File: src/rtl/ntru_params_pkg.sv
// Shared constants and state encoding for the NTRU-HRSS701 convolution accumulator.
package ntru_params_pkg;

    localparam int N    = 701;
    localparam int LOGQ = 13;
    localparam int DW   = 16;
    localparam int CW   = 10;

    typedef enum logic [1:0] {
        IDLE,
        ACCUM,
        DRAIN
    } mac_state_t;

endpackage

File: src/rtl/ntru_coef_out_reg.sv
// Single-entry valid/ready holding register for finished coefficients.
module ntru_coef_out_reg #(
    parameter int DATA_W = 13,
    parameter int IDX_W  = 10
) (
    input  logic              clk,
    input  logic              rst,
    input  logic              load,
    input  logic [DATA_W-1:0] load_data,
    input  logic [IDX_W-1:0]  load_idx,
    input  logic              out_ready,
    output logic              out_valid,
    output logic [DATA_W-1:0] out_data,
    output logic [IDX_W-1:0]  out_idx
);

    logic              valid_q, valid_d;
    logic [DATA_W-1:0] data_q, data_d;
    logic [IDX_W-1:0]  idx_q, idx_d;

    // A load in the same cycle as an accept replaces the drained entry, so valid stays high.
    always_comb begin
        valid_d = valid_q;
        data_d  = data_q;
        idx_d   = idx_q;
        if (load) begin
            valid_d = 1'b1;
            data_d  = load_data;
            idx_d   = load_idx;
        end else if (valid_q && out_ready) begin
            valid_d = 1'b0;
        end
    end

    always_ff @(posedge clk) begin
        if (rst) begin
            valid_q <= 1'b0;
            data_q  <= '0;
            idx_q   <= '0;
        end else begin
            valid_q <= valid_d;
            data_q  <= data_d;
            idx_q   <= idx_d;
        end
    end

    assign out_valid = valid_q;
    assign out_data  = data_q;
    assign out_idx   = idx_q;

endmodule

File: src/rtl/ntru_poly_mac_accum.sv
// Accumulates N partial products per coefficient and emits N coefficients mod q per ap_start.
module ntru_poly_mac_accum
    import ntru_params_pkg::*;
#(
    parameter int P_N    = N,
    parameter int P_LOGQ = LOGQ,
    parameter int P_DW   = DW,
    parameter int P_CW   = CW
) (
    input  logic              ap_clk,
    input  logic              ap_rst,
    input  logic              ap_start,
    output logic              ap_done,
    output logic              ap_idle,
    input  logic [P_DW-1:0]   prod_din,
    input  logic              prod_valid,
    output logic              prod_ready,
    output logic [P_LOGQ-1:0] coef_dout,
    output logic [P_CW-1:0]   coef_idx,
    output logic              coef_valid,
    input  logic              coef_ready
);

    localparam logic [P_CW-1:0] LAST = P_CW'(P_N - 1);

    mac_state_t      state_q, state_d;
    logic [P_DW-1:0] acc_q, acc_d;
    logic [P_CW-1:0] term_cnt_q, term_cnt_d;
    logic [P_CW-1:0] coef_cnt_q, coef_cnt_d;
    logic            done_q, done_d;

    logic            beat;
    logic            coef_load;
    logic [P_DW-1:0] sum;

    assign sum = acc_q + prod_din;

    always_comb begin
        state_d    = state_q;
        acc_d      = acc_q;
        term_cnt_d = term_cnt_q;
        coef_cnt_d = coef_cnt_q;
        done_d     = 1'b0;
        prod_ready = 1'b0;
        beat       = 1'b0;
        coef_load  = 1'b0;

        case (state_q)
            IDLE: begin
                if (ap_start) begin
                    state_d    = ACCUM;
                    acc_d      = '0;
                    term_cnt_d = '0;
                    coef_cnt_d = '0;
                end
            end
            ACCUM: begin
                // Stall upstream while a finished coefficient is stuck in the output register.
                prod_ready = !coef_valid || coef_ready;
                beat       = prod_valid && prod_ready;
                if (beat) begin
                    if (term_cnt_q != LAST) begin
                        acc_d      = sum;
                        term_cnt_d = term_cnt_q + P_CW'(1);
                    end else begin
                        coef_load  = 1'b1;
                        acc_d      = '0;
                        term_cnt_d = '0;
                        if (coef_cnt_q == LAST) begin
                            state_d = DRAIN;
                        end else begin
                            coef_cnt_d = coef_cnt_q + P_CW'(1);
                        end
                    end
                end
            end
            DRAIN: begin
                if (coef_valid && coef_ready) begin
                    done_d  = 1'b1;
                    state_d = IDLE;
                end
            end
            default: state_d = IDLE;
        endcase
    end

    always_ff @(posedge ap_clk) begin
        if (ap_rst) begin
            state_q    <= IDLE;
            acc_q      <= '0;
            term_cnt_q <= '0;
            coef_cnt_q <= '0;
            done_q     <= 1'b0;
        end else begin
            state_q    <= state_d;
            acc_q      <= acc_d;
            term_cnt_q <= term_cnt_d;
            coef_cnt_q <= coef_cnt_d;
            done_q     <= done_d;
        end
    end

    // Masking to LOGQ bits is the reduction mod q, valid because q divides 2^DW.
    ntru_coef_out_reg #(
        .DATA_W (P_LOGQ),
        .IDX_W  (P_CW)
    ) u_out_reg (
        .clk       (ap_clk),
        .rst       (ap_rst),
        .load      (coef_load),
        .load_data (sum[P_LOGQ-1:0]),
        .load_idx  (coef_cnt_q),
        .out_ready (coef_ready),
        .out_valid (coef_valid),
        .out_data  (coef_dout),
        .out_idx   (coef_idx)
    );

    assign ap_done = done_q;
    assign ap_idle = (state_q == IDLE);

endmodule

File: config.mk
export PLATFORM = sky130hd
export DESIGN_NAME = ntru_poly_mac_accum
export DESIGN_NICKNAME = d
export VERILOG_FILES = /design/src/rtl/ntru_params_pkg.sv /design/src/rtl/ntru_coef_out_reg.sv /design/src/rtl/ntru_poly_mac_accum.sv
export SDC_FILE = /design/constraint.sdc
export NUM_CORES = 1
export LEC_CHECK = 0
export CORE_MARGIN = 3
export CORE_UTILIZATION = 38
export CTS_CLUSTER_DIAMETER = 60
export DETAILED_ROUTE_END_ITERATION = 12
export GPL_ROUTABILITY_DRIVEN = 0
export PLACE_DENSITY = 0.65
export SETUP_SLACK_MARGIN = 0.05
export SLEW_MARGIN = 20
export SYNTH_ARGS = -nofsm -noshare
export SYNTH_HDL_FRONTEND = slang
export SYNTH_SLANG_ARGS = --single-unit
File: constraint.sdc
create_clock -name ap_clk -period 2.49 [get_ports ap_clk]
set_input_delay 0.3735 -clock ap_clk [delete_from_list [all_inputs] [get_ports ap_clk]]
set_output_delay 0.3735 -clock ap_clk [all_outputs]
set_load 0.01 [all_outputs]
==> metrics.yaml, run 1 <==
power_and_ir_drop:
  power_mw: 2.34
  power_leakage_nw: 1.60
  ir_drop_mv: 0.299
  p_per_area_nw_per_um2: 577
cells_and_area:
  multi_input_area_sq_um: 1830
  final_cell_mix: "60 x dfxtp_1, 44 x clkdlybuf4s50_1, 42 x nor2_1, 42 x nand2_1, 26 x a21oi_1"
  regArea_sq_um: 1200
  final_cells: 534
  final_common_cell: "dfxtp_1"
  num_antenna_cells: 0
  num-fill-cells: 749
  fin_nets: 465
  syn_to_final_growth_pct: 29.8
  fin_area_sq_um: 4070
  drive_gt1_share_pct: 13.2
yosys:
  synth_nets: 404
  synth_enable_flop_cells: 0
  syn-mean-instance-area_sq_um: 8.56
  ys_seq_elements: 60
  synthFlopType: "dfxtp_1"
  yosys.cell_types.count: 56
  netlist_instances: 366
  synth.cell_area_sq_um: 3130
  yosysTopAreaCellShare_pct: 38.4
  ys_warn_count: 0
  synth_top_area_cell: "dfxtp_1"
  ys_seq_area_share_pct: 38.4
  async_flop_share_pct: 0
  ys_top_cells_by_area: "dfxtp_1 38%, ha_1 6.4%, nand2_1 5.0%, nor2_1 5.0%, xor2_1 4.5%"
worst_hold_path:
  worstHoldPathCells: 2
  min_from: "u_out_reg.out_data[5]"
  hp-class: "flop to flop"
placed_design:
  dpl.cell_count: 517
  placed_area_sq_um: 3770
  portBuffers: 44
  dpl.hpwl_mm: 5.32
critical_path:
  cp.required_ps: 2720
  critical_path_class: "input pin to flop"
  worstSetupStartpointType: "input pin"
  end_kind: "flop"
  crit_start: "prod_din[0]"
  regToRegStartpoint: "acc_q[0]"
  critPathArrivalTime_ps: 2610
  path_max_fanout: 3
  r2r_cells: 10
route:
  drt_iter0_markers: 133
  drt_pass1_iterations: 4
  vias: 2760
  vias_per_cell: 5.17
  wirelength_mm: 7.27
  avgRoutedWirePerCell_microns: 13.6
  antenna_left: 0
  drcViolationCount: 0
sta:
  period_share_pct: 95.6
  drv_slew: 0
  setup_viol: 0
  finalHoldViolCount: 0
  rsz0062_at_grt: "no"
  max_slew.worst_pin.slew_ps: 706
  min_period_ps: 2380
  fin_worst_skew_ps: 9.33
  fmaxAchievable_mhz: 420
  relSlewSlack_pct: 52.8
grt:
  grt_usage_pct: 16.0
  grt_max_degree: 30
  antenna_found_initial: 0
  first_global_vias: 2625
  grt_overflow: 0
  grt_first_pass_wirelength_mm: 12.4
die:
  die_w_microns: 96.8
  fp-row-count: 32
  start_util_pct: 39.9
  io_pins: 48
  dieHeight_microns: 96.8
  core_area_sq_um: 7850
  die_area_sq_um: 9370
clock_network:
  clkSlewWorstSetupHoldPaths_ps: 70
  cts-buffers-inserted: 9
  clkLatencyLatePin_ps: 340
  cts_root_buffer: "clkbuf_8"
  h-tree-depth: 3
  cts_tree: "yes"
  clock_path_buffers: 2
  ctsHoldBuffers: 0
  cts_sinks: 60
run:
  cap_violations: 0
outcome:
  status: "complete, no violations"
-- state kept, by name, summed over array words and instances (netlist names) --
signal / count
acc_q: 13
ap_done: 1
coef_cnt_q: 10
state_q: 2
term_cnt_q: 10
u_out_reg.out_data: 13
u_out_reg.out_idx: 10
u_out_reg.out_valid: 1
-- power breakdown --
group          switching (mW)  internal [mW]  leakage [nW]  total (mW)
clock network           0.378          0.719         0.127        1.10
registers              0.0122          0.974         0.485       0.986
logic                   0.139          0.123         0.987       0.262
total                   0.529           1.81          1.60        2.34
-- synthesized netlist by cell type, drive strengths merged (7+ instances only) --
cell,count
dfxtp,60
nand2,42
nor2,42
a21oi,26
ha,16
xor2,16
buf,11
nand3,11
o21ai,11
inv,10
nand4,9
nor3,9
xnor2,9
and3,8
a21o,7
a22oi,7
and2,7
clkbuf,7
-- cells by family (layout without fill, tap and decap cells) --
kind of cell / count (synthesis) / in the layout / share of synthesized area (%)
buffers and inverters: 28 / 94 / 4.31
muxes: 1 / 1 / 0.360
adders and majority gates: 17 / 17 / 7.03
DFF: 60 / 60 / 38.4
xor gates and xnor gates: 26 / 26 / 7.75
AOI/OAI and AO/OA: 78 / 78 / 16.8
and+or+nand+nor: 156 / 156 / 25.4
-- timing repair --
item,4_1_cts,5_1_grt
endpoints found under the hold margin,0,0
gates resized for setup,0,9
setup endpoints to repair,0,6
setup buffers,0,1
-- worst max-delay path, cell delays in order --
cell and delay, ps:
clkdlybuf4s50_1 410, ha_2 200, inv_2 60, fa_2 240, nor2b_4 50, o211ai_2 190
a31oi_1 120, buf_4 160, o211a_1 250, or3_1 300, a32o_1 250
-- stage by stage --
stage	setup TNS, ps	hold WS, ps	setup slack (ps)	util [%]
2_1_floorplan	0	446	374	-
3_3_place_gp	-1250	442	-218	48.1
3_5_place_dp	-1540	446	-269	48.1
4_1_cts	0	456	103	51.3
5_1_grt	0	476	49.5	51.8
6_report	0	454	110	51.8
-- layout make-up --
cell class	instances	area share, %
multi-input cells	278	45.0
flip-flops and latches	60	29.5
repair buffers	68	15.3
clock buffers	12	3.82
well taps	102	3.14
clock inverters	4	2.34
inverters	10	0.923
-- worst paths after layout --
check	end	slack [ps]
worst max-delay path	acc_q[10]	110
worst min-delay path	u_out_reg.out_data[5]	450
worst max register to register	acc_q[10]	270
worst min register to register	u_out_reg.out_data[5]	450
-- routing by layer --
layer,share of wire (%),vias up,track usage [%]
met2,43,53,23.6
li1,-,1414,-
met3,4.3,10,3.89
met1,51,1283,22.7
met5,0,-,0
met4,1.5,0,5.83
Note: power is estimated with default switching activity, not from simulation.
==> inputs of run 2 (changes only) <==
- CELL_PAD_IN_SITES_DETAIL_PLACEMENT: not set -> 1
- CELL_PAD_IN_SITES_GLOBAL_PLACEMENT: not set -> 2
- CORE_UTILIZATION: 38 -> 32
- PLACE_DENSITY: 0.65 -> 0.84
==> metrics.yaml, run 2 (synthesis results as in run 1) <==
critical_path:
  crit_start: "prod_din[0]"
  r2r_slack_ps: 300  # +30 ps
  end_kind: "flop"
  crit_path_end: "acc_q[10]"
  worstSetupStartpointType: "input pin"
  critPathArrivalTime_ps: 2560  # -50 ps
  regToRegStartpoint: "acc_q[0]"
  reg2reg_to: "acc_q[10]"
  cp.required_ps: 2720  # about the same
  critical_path_class: "input pin to flop"
  r2r_cells: 10  # unchanged
  path_max_fanout: 4  # +1
grt:
  grt_usage_pct: 15.8  # -0.18 points
  grt_overflow: 0  # unchanged
  antenna_found_initial: 0  # unchanged
  grt_first_pass_wirelength_mm: 14.2  # +14%
  first_global_vias: 2928  # +12%
  grt_max_degree: 18  # -40%
clock_network:
  ctsHoldBuffers: 0  # unchanged
  cts_root_buffer: "clkbuf_8"
  clkSlewWorstSetupHoldPaths_ps: 70  # about the same
  clkLatencyLatePin_ps: 340  # about the same
  cts_tree: "yes"
  cts_sinks: 60  # unchanged
  clock_path_buffers: 2  # unchanged
  cts-buffers-inserted: 9  # unchanged
  h-tree-depth: 3  # unchanged
  cts_setup_buffers: 0  # unchanged
  ctsResizeCount: 0  # unchanged
placed_design:
  dpl_worst_slack_ps: -255  # +14.2 ps
  dpl.cell_count: 547  # +5.8%
  portBuffers: 44  # unchanged
  dpl.hpwl_mm: 6.42  # +21%
cells_and_area:
  final_cell_mix: "60 x dfxtp_1, 44 x clkdlybuf4s50_1, 42 x nor2_1, 42 x nand2_1"
  num-fill-cells: 1138  # +52%
  fin_nets: 467  # +0.43%
  syn_to_final_growth_pct: 28.6
  num_antenna_cells: 0  # unchanged
  final_common_cell: "dfxtp_1"
  drive_gt1_share_pct: 12.0  # -1.2 points
  final_cells: 563  # +5.4%
die:
  die_area_sq_um: 11000  # +18%
  die_w_microns: 105  # +8.4%
  dieHeight_microns: 105  # +8.4%
  io_pins: 48  # unchanged
  core_area_sq_um: 9370  # +19%
  start_util_pct: 33.4  # -6.5 points
  fp-row-count: 35  # +9.4%
route:
  vias: 2808  # +1.7%
  vias_per_cell: 4.99  # -3.5%
  wirelength_mm: 8.39  # +15%
  drt_iter0_markers: 93  # -30%
  antenna_left: 0  # unchanged
  drt_pass1_iterations: 4  # unchanged
  avgRoutedWirePerCell_microns: 14.9  # +9.4%
  drcViolationCount: 0  # unchanged
sta:
  fmaxAchievable_mhz: 429  # +2.1%
  period_share_pct: 93.6  # -2.0 points
  setup_viol: 0  # unchanged
  finalHoldViolCount: 0  # unchanged
  min_period_ps: 2330  # -49.1 ps
  fin_worst_skew_ps: 11.5  # +2.14 ps
  drv_slew: 0  # unchanged
  whs_ps: 459  # +5.12 ps
  fin_setup_tns_ps: 0  # unchanged
  rsz0062_at_grt: "no"
  relSlewSlack_pct: 63.9  # +11 points
  max_slew.worst_pin.slew_ps: 540  # -166 ps
  fin_ws_ps: 159  # +49.1 ps
power_and_ir_drop:
  power_leakage_nw: 1.57  # -1.8%
  p_per_area_nw_per_um2: 519  # -10%
  power_mw: 2.09  # -11%
  ir_drop_mv: 0.222  # -26%
worst_hold_path:
  worstHoldPathCells: 2  # unchanged
  hp-class: "flop to flop"
outcome:
  status: "complete, no violations"
run:
  cap_violations: 0  # unchanged
-- run 2: worst min-delay path by stage --
stage	from	endpoint	slack, ps
6_report	u_out_reg.out_idx[0]	u_out_reg.out_idx[0]	460
5_1_grt	u_out_reg.out_data[3]	u_out_reg.out_data[3]	480
4_1_cts	u_out_reg.out_data[8]	u_out_reg.out_data[8]	460
3_5_place_dp	u_out_reg.out_data[8]	u_out_reg.out_data[8]	450
3_3_place_gp	u_out_reg.out_data[8]	u_out_reg.out_data[8]	440
2_1_floorplan	acc_q[10]	acc_q[10]	450
-- run 2: critical path, cell delays in order --
cell and delay [ps]:
clkdlybuf4s50_1 400, ha_1 210, inv_1 90, fa_2 250
nor2b_4 60, o211ai_2 150, a31oi_1 90, buf_4 160
o211a_1 240, or3_1 300, a32o_1 250
-- run 2: report_power, final --
part           internal (mW)  switching (mW)
Sequential             0.973          0.0126
Combinational          0.127           0.142
Clock                  0.442           0.392
Total                   1.54           0.547
-- run 2: area by class of cell --
type                            count  area [sq um]  area share (%)
Clock inverter                      3          20.0           0.497
Timing Repair Buffer               70           636            15.8
Multi-Input combinational cell    278          1800            44.8
Clock buffer                       13           169            4.19
Tap cell                          129           161            4.01
Sequential cell                    60          1200            29.8
Inverter                           10          37.5           0.932
-- run 2: per-stage QoR --
| stage | area, sq um | util, % |
|---|---|---|
| after floorplan | 3130 | - |
| after global placement | 3830 | 40.9 |
| after detailed placement | 3830 | 40.9 |
| after CTS | 4020 | 42.9 |
| after global routing | 4030 | 43.0 |
| final | 4030 | 43.0 |
-- run 2: metal layers --
metal  vias up  wire length (microns)  share of wire (%)  global-route usage (%)
met3         2                    279                3.3                    4.63
li1       1418                      -                  -                       -
met4         0                     39               0.47                    3.66
met1      1355                   3880                 46                    19.7
met2        33                   4180                 50                    27.0
met5         -                      0                  0                       0
==> inputs of run 3 (changes only) <==
- ABC_AREA: not set -> 1
- CORE_UTILIZATION: 32 -> 30
- PLACE_DENSITY: 0.84 -> 0.85
==> metrics.yaml, run 3 <==
outcome:
  status: "complete, no violations"
yosys:
  netlist_instances: 524  # +43%
  synth_enable_flop_cells: 0  # unchanged
  synthFlopType: "dfxtp_1"
  ys_seq_elements: 60  # unchanged
  synth.area.mux_share_pct: 0  # -0.36 points
  synth_nets: 562  # +39%
  synth.cell_area_sq_um: 3420  # +9.3%
  yosysTopAreaCellShare_pct: 35.1  # -3.3 points
  synth_top_family_by_area: "simple AND/OR/NAND/NOR gates"
  ys_warn_count: 0  # unchanged
  synth_xor_area_share_pct: 3.58  # -4.2 points
  async_flop_share_pct: 0  # unchanged
  synth_top_area_cell: "dfxtp_1"
  ys_seq_area_share_pct: 35.1  # -3.3 points
  ys_top_cells_by_area: "dfxtp_1 35%, nand2_1 15%, nor2_1 8.6%, inv_1 7.3%, ha_1 5.8%"
  synth_compound_area_share_pct: 10.6  # -6.2 points
  synth-simple-area-share_pct: 33.8  # +8.4 points
  synthAdderAreaFrac_pct: 6.43  # -0.60 points
  yosys.cell_types.count: 30  # -46%
  synth_most_common_cell: "nand2_1"
  syn-mean-instance-area_sq_um: 6.53  # -24%
  synthTopCellsByCount: "137 x nand2_1, 78 x nor2_1, 67 x inv_1"
die:
  die_area_sq_um: 12700  # +16%
  core_area_sq_um: 11000  # +17%
  fp-row-count: 38  # +8.6%
  start_util_pct: 31.2  # -2.2 points
  dieHeight_microns: 113  # +7.5%
  io_pins: 48  # unchanged
  die_w_microns: 113  # +7.5%
power_and_ir_drop:
  switching_share_pct: 37.1  # +11 points
  p_comb_share_pct: 32.2  # +19 points
  power_frac_clock_pct: 34.4  # -5.5 points
  p_per_area_nw_per_um2: 761  # +47%
  power_leakage_nw: 1.86  # +18%
  power_mw: 3.23  # +55%
  p_int_mw: 2.03  # +32%
  switchingPower_mw: 1.20  # +120%
  ir_drop_mv: 0.402  # +81%
  pwr-share-seq_pct: 33.5  # -14 points
grt:
  met2_usage_pct: 27.6  # +0.61 points
  antenna_found_initial: 0  # unchanged
  grt_usage_pct: 16.5  # +0.64 points
  grt_overflow: 0  # unchanged
  busiest_layer: "met2"
  use_met3_pct: 4.06  # -0.57 points
  use_met1_pct: 20.9  # +1.2 points
  grt_first_pass_wirelength_mm: 16.9  # +19%
  first_global_vias: 3481  # +19%
  grt_max_degree: 33  # +15
route:
  wirelength_mm: 10.0  # +19%
  drcViolationCount: 0  # unchanged
  drt_iter0_markers: 93  # unchanged
  vias: 3373  # +20%
  vias_per_cell: 4.74  # -5.0%
  avgRoutedWirePerCell_microns: 14.1  # -5.6%
  antenna_left: 0  # unchanged
  drt_pass1_iterations: 4  # unchanged
sta:
  whs_ps: 467  # +7.75 ps
  fin_worst_skew_ps: 5.68  # -5.79 ps
  relSlewSlack_pct: 61.0  # -2.9 points
  min_period_ps: 2160  # -171 ps
  drv_slew: 0  # unchanged
  setup_viol: 0  # unchanged
  finalHoldViolCount: 0  # unchanged
  fin_ws_ps: 330  # +171 ps
  rsz0062_at_grt: "no"
  fin_setup_tns_ps: 0  # unchanged
  fmaxAchievable_mhz: 463  # +7.9%
  max_slew.worst_pin.slew_ps: 584  # +44.4 ps
  period_share_pct: 86.8  # -6.9 points
critical_path:
  crit_chain: "inv_2 > nor2_4 > inv_4 > a21oi_1 > clkdlybuf4s50_1"
  max_stage_delay_ps: 550  # +150 ps
  crit_buf_inv: 3  # unchanged
  r2r_cells: 11  # +1
  cp.required_ps: 2120  # -600 ps
  critPathArrivalTime_ps: 1790  # -770 ps
  critPathSlowestCell: "clkdlybuf4s50_1"
  worstSetupStartpointType: "flop"
  cpLargestDelayFamily: "buffers and inverters"
  critical_path_class: "flop to output pin"
  cp.depth: 5  # -6
  path_max_fanout: 10  # +6
  end_kind: "output pin"
clock_network:
  cts-buffers-inserted: 9  # unchanged
  cts_root_buffer: "clkbuf_16"
  cts_setup_buffers: 0  # unchanged
  ctsResizeCount: 0  # unchanged
  ctsHoldBuffers: 0  # unchanged
  cts_tree: "yes"
  clock_path_buffers: 2  # unchanged
  clkLatencyLatePin_ps: 330  # about the same
  h-tree-depth: 3  # unchanged
  clkSlewWorstSetupHoldPaths_ps: 50  # -20 ps
  cts_sinks: 60  # unchanged
placed_design:
  placed_area_sq_um: 3990  # +4.1%
  dpl.cell_count: 698  # +28%
  dpl_worst_slack_ps: 25.0  # +280 ps
  portBuffers: 44  # unchanged
  dpl.hpwl_mm: 7.41  # +15%
worst_hold_path:
  hp-class: "flop to flop"
  worstHoldPathCells: 2  # unchanged
cells_and_area:
  fin_area_sq_um: 4250  # +5.4%
  final_cell_mix: "137 x nand2_1, 78 x nor2_1, 67 x inv_1"
  utilization_pct: 38.7  # -4.3 points
  final_common_cell: "nand2_1"
  num_antenna_cells: 0  # unchanged
  syn_to_final_growth_pct: 24.0
  drive_gt1_share_pct: 5.94  # -6.0 points
  final_cells: 712  # +26%
  fin_nets: 607  # +30%
  num-fill-cells: 1434  # +26%
run:
  cap_violations: 0  # unchanged
-- run 3: final timing paths --
path,start,endpoint,slack [ps]
worst min register to register,acc_q[9],acc_q[9],470
worst min-delay path,acc_q[9],acc_q[9],470
worst max-delay path,state_q[0],prod_ready,330
worst max register to register,acc_q[0],u_out_reg.out_data[8],530
-- run 3: power groups by stage --
| stage | registers, mW | logic [mW] | clock network, mW |
|---|---|---|---|
| 3_3_place_gp | 1.10 | 1.00 | 0 |
| 5_1_grt | 1.09 | 1.20 | 1.18 |
| 2_1_floorplan | 1.09 | 0.712 | 0 |
| 6_report | 1.08 | 1.04 | 1.11 |
| 3_5_place_dp | 1.10 | 1.04 | 0 |
| 4_1_cts | 1.08 | 1.05 | 1.16 |
-- run 3: layout make-up --
class                   instances  area [sq um]  area share [%]
multi-input cells             377          1860            43.8
flip-flops and latches         60          1200            28.3
repair buffers                 49           478            11.3
inverters                      72           273            6.43
clock buffers                  11           243            5.72
well taps                     140           175            4.13
clock inverters                 3          15.0           0.354
-- run 3: worst register-to-register path, stage by stage (launching register included) --
cell	delay, ps
dfxtp_1	320
ha_1	200
inv_1	70
fa_1	400
inv_1	130
nand3_1	80
nand3_1	170
nand2_1	100
nand4_1	80
nand2_1	70
o21ai_0	180
inv_1	60
-- run 3: cells by family after synthesis --
family	Yosys count
simple gates	276
flops	60
xor+xnor	14
buf+inv	87
fa+ha+maj	17
compound gates	70
-- run 3: metal layers --
metal	part of all wire [%]	vias up
met5	0	-
met3	3.3	11
met2	47	43
li1	-	1735
met1	49	1584
met4	1.4	0
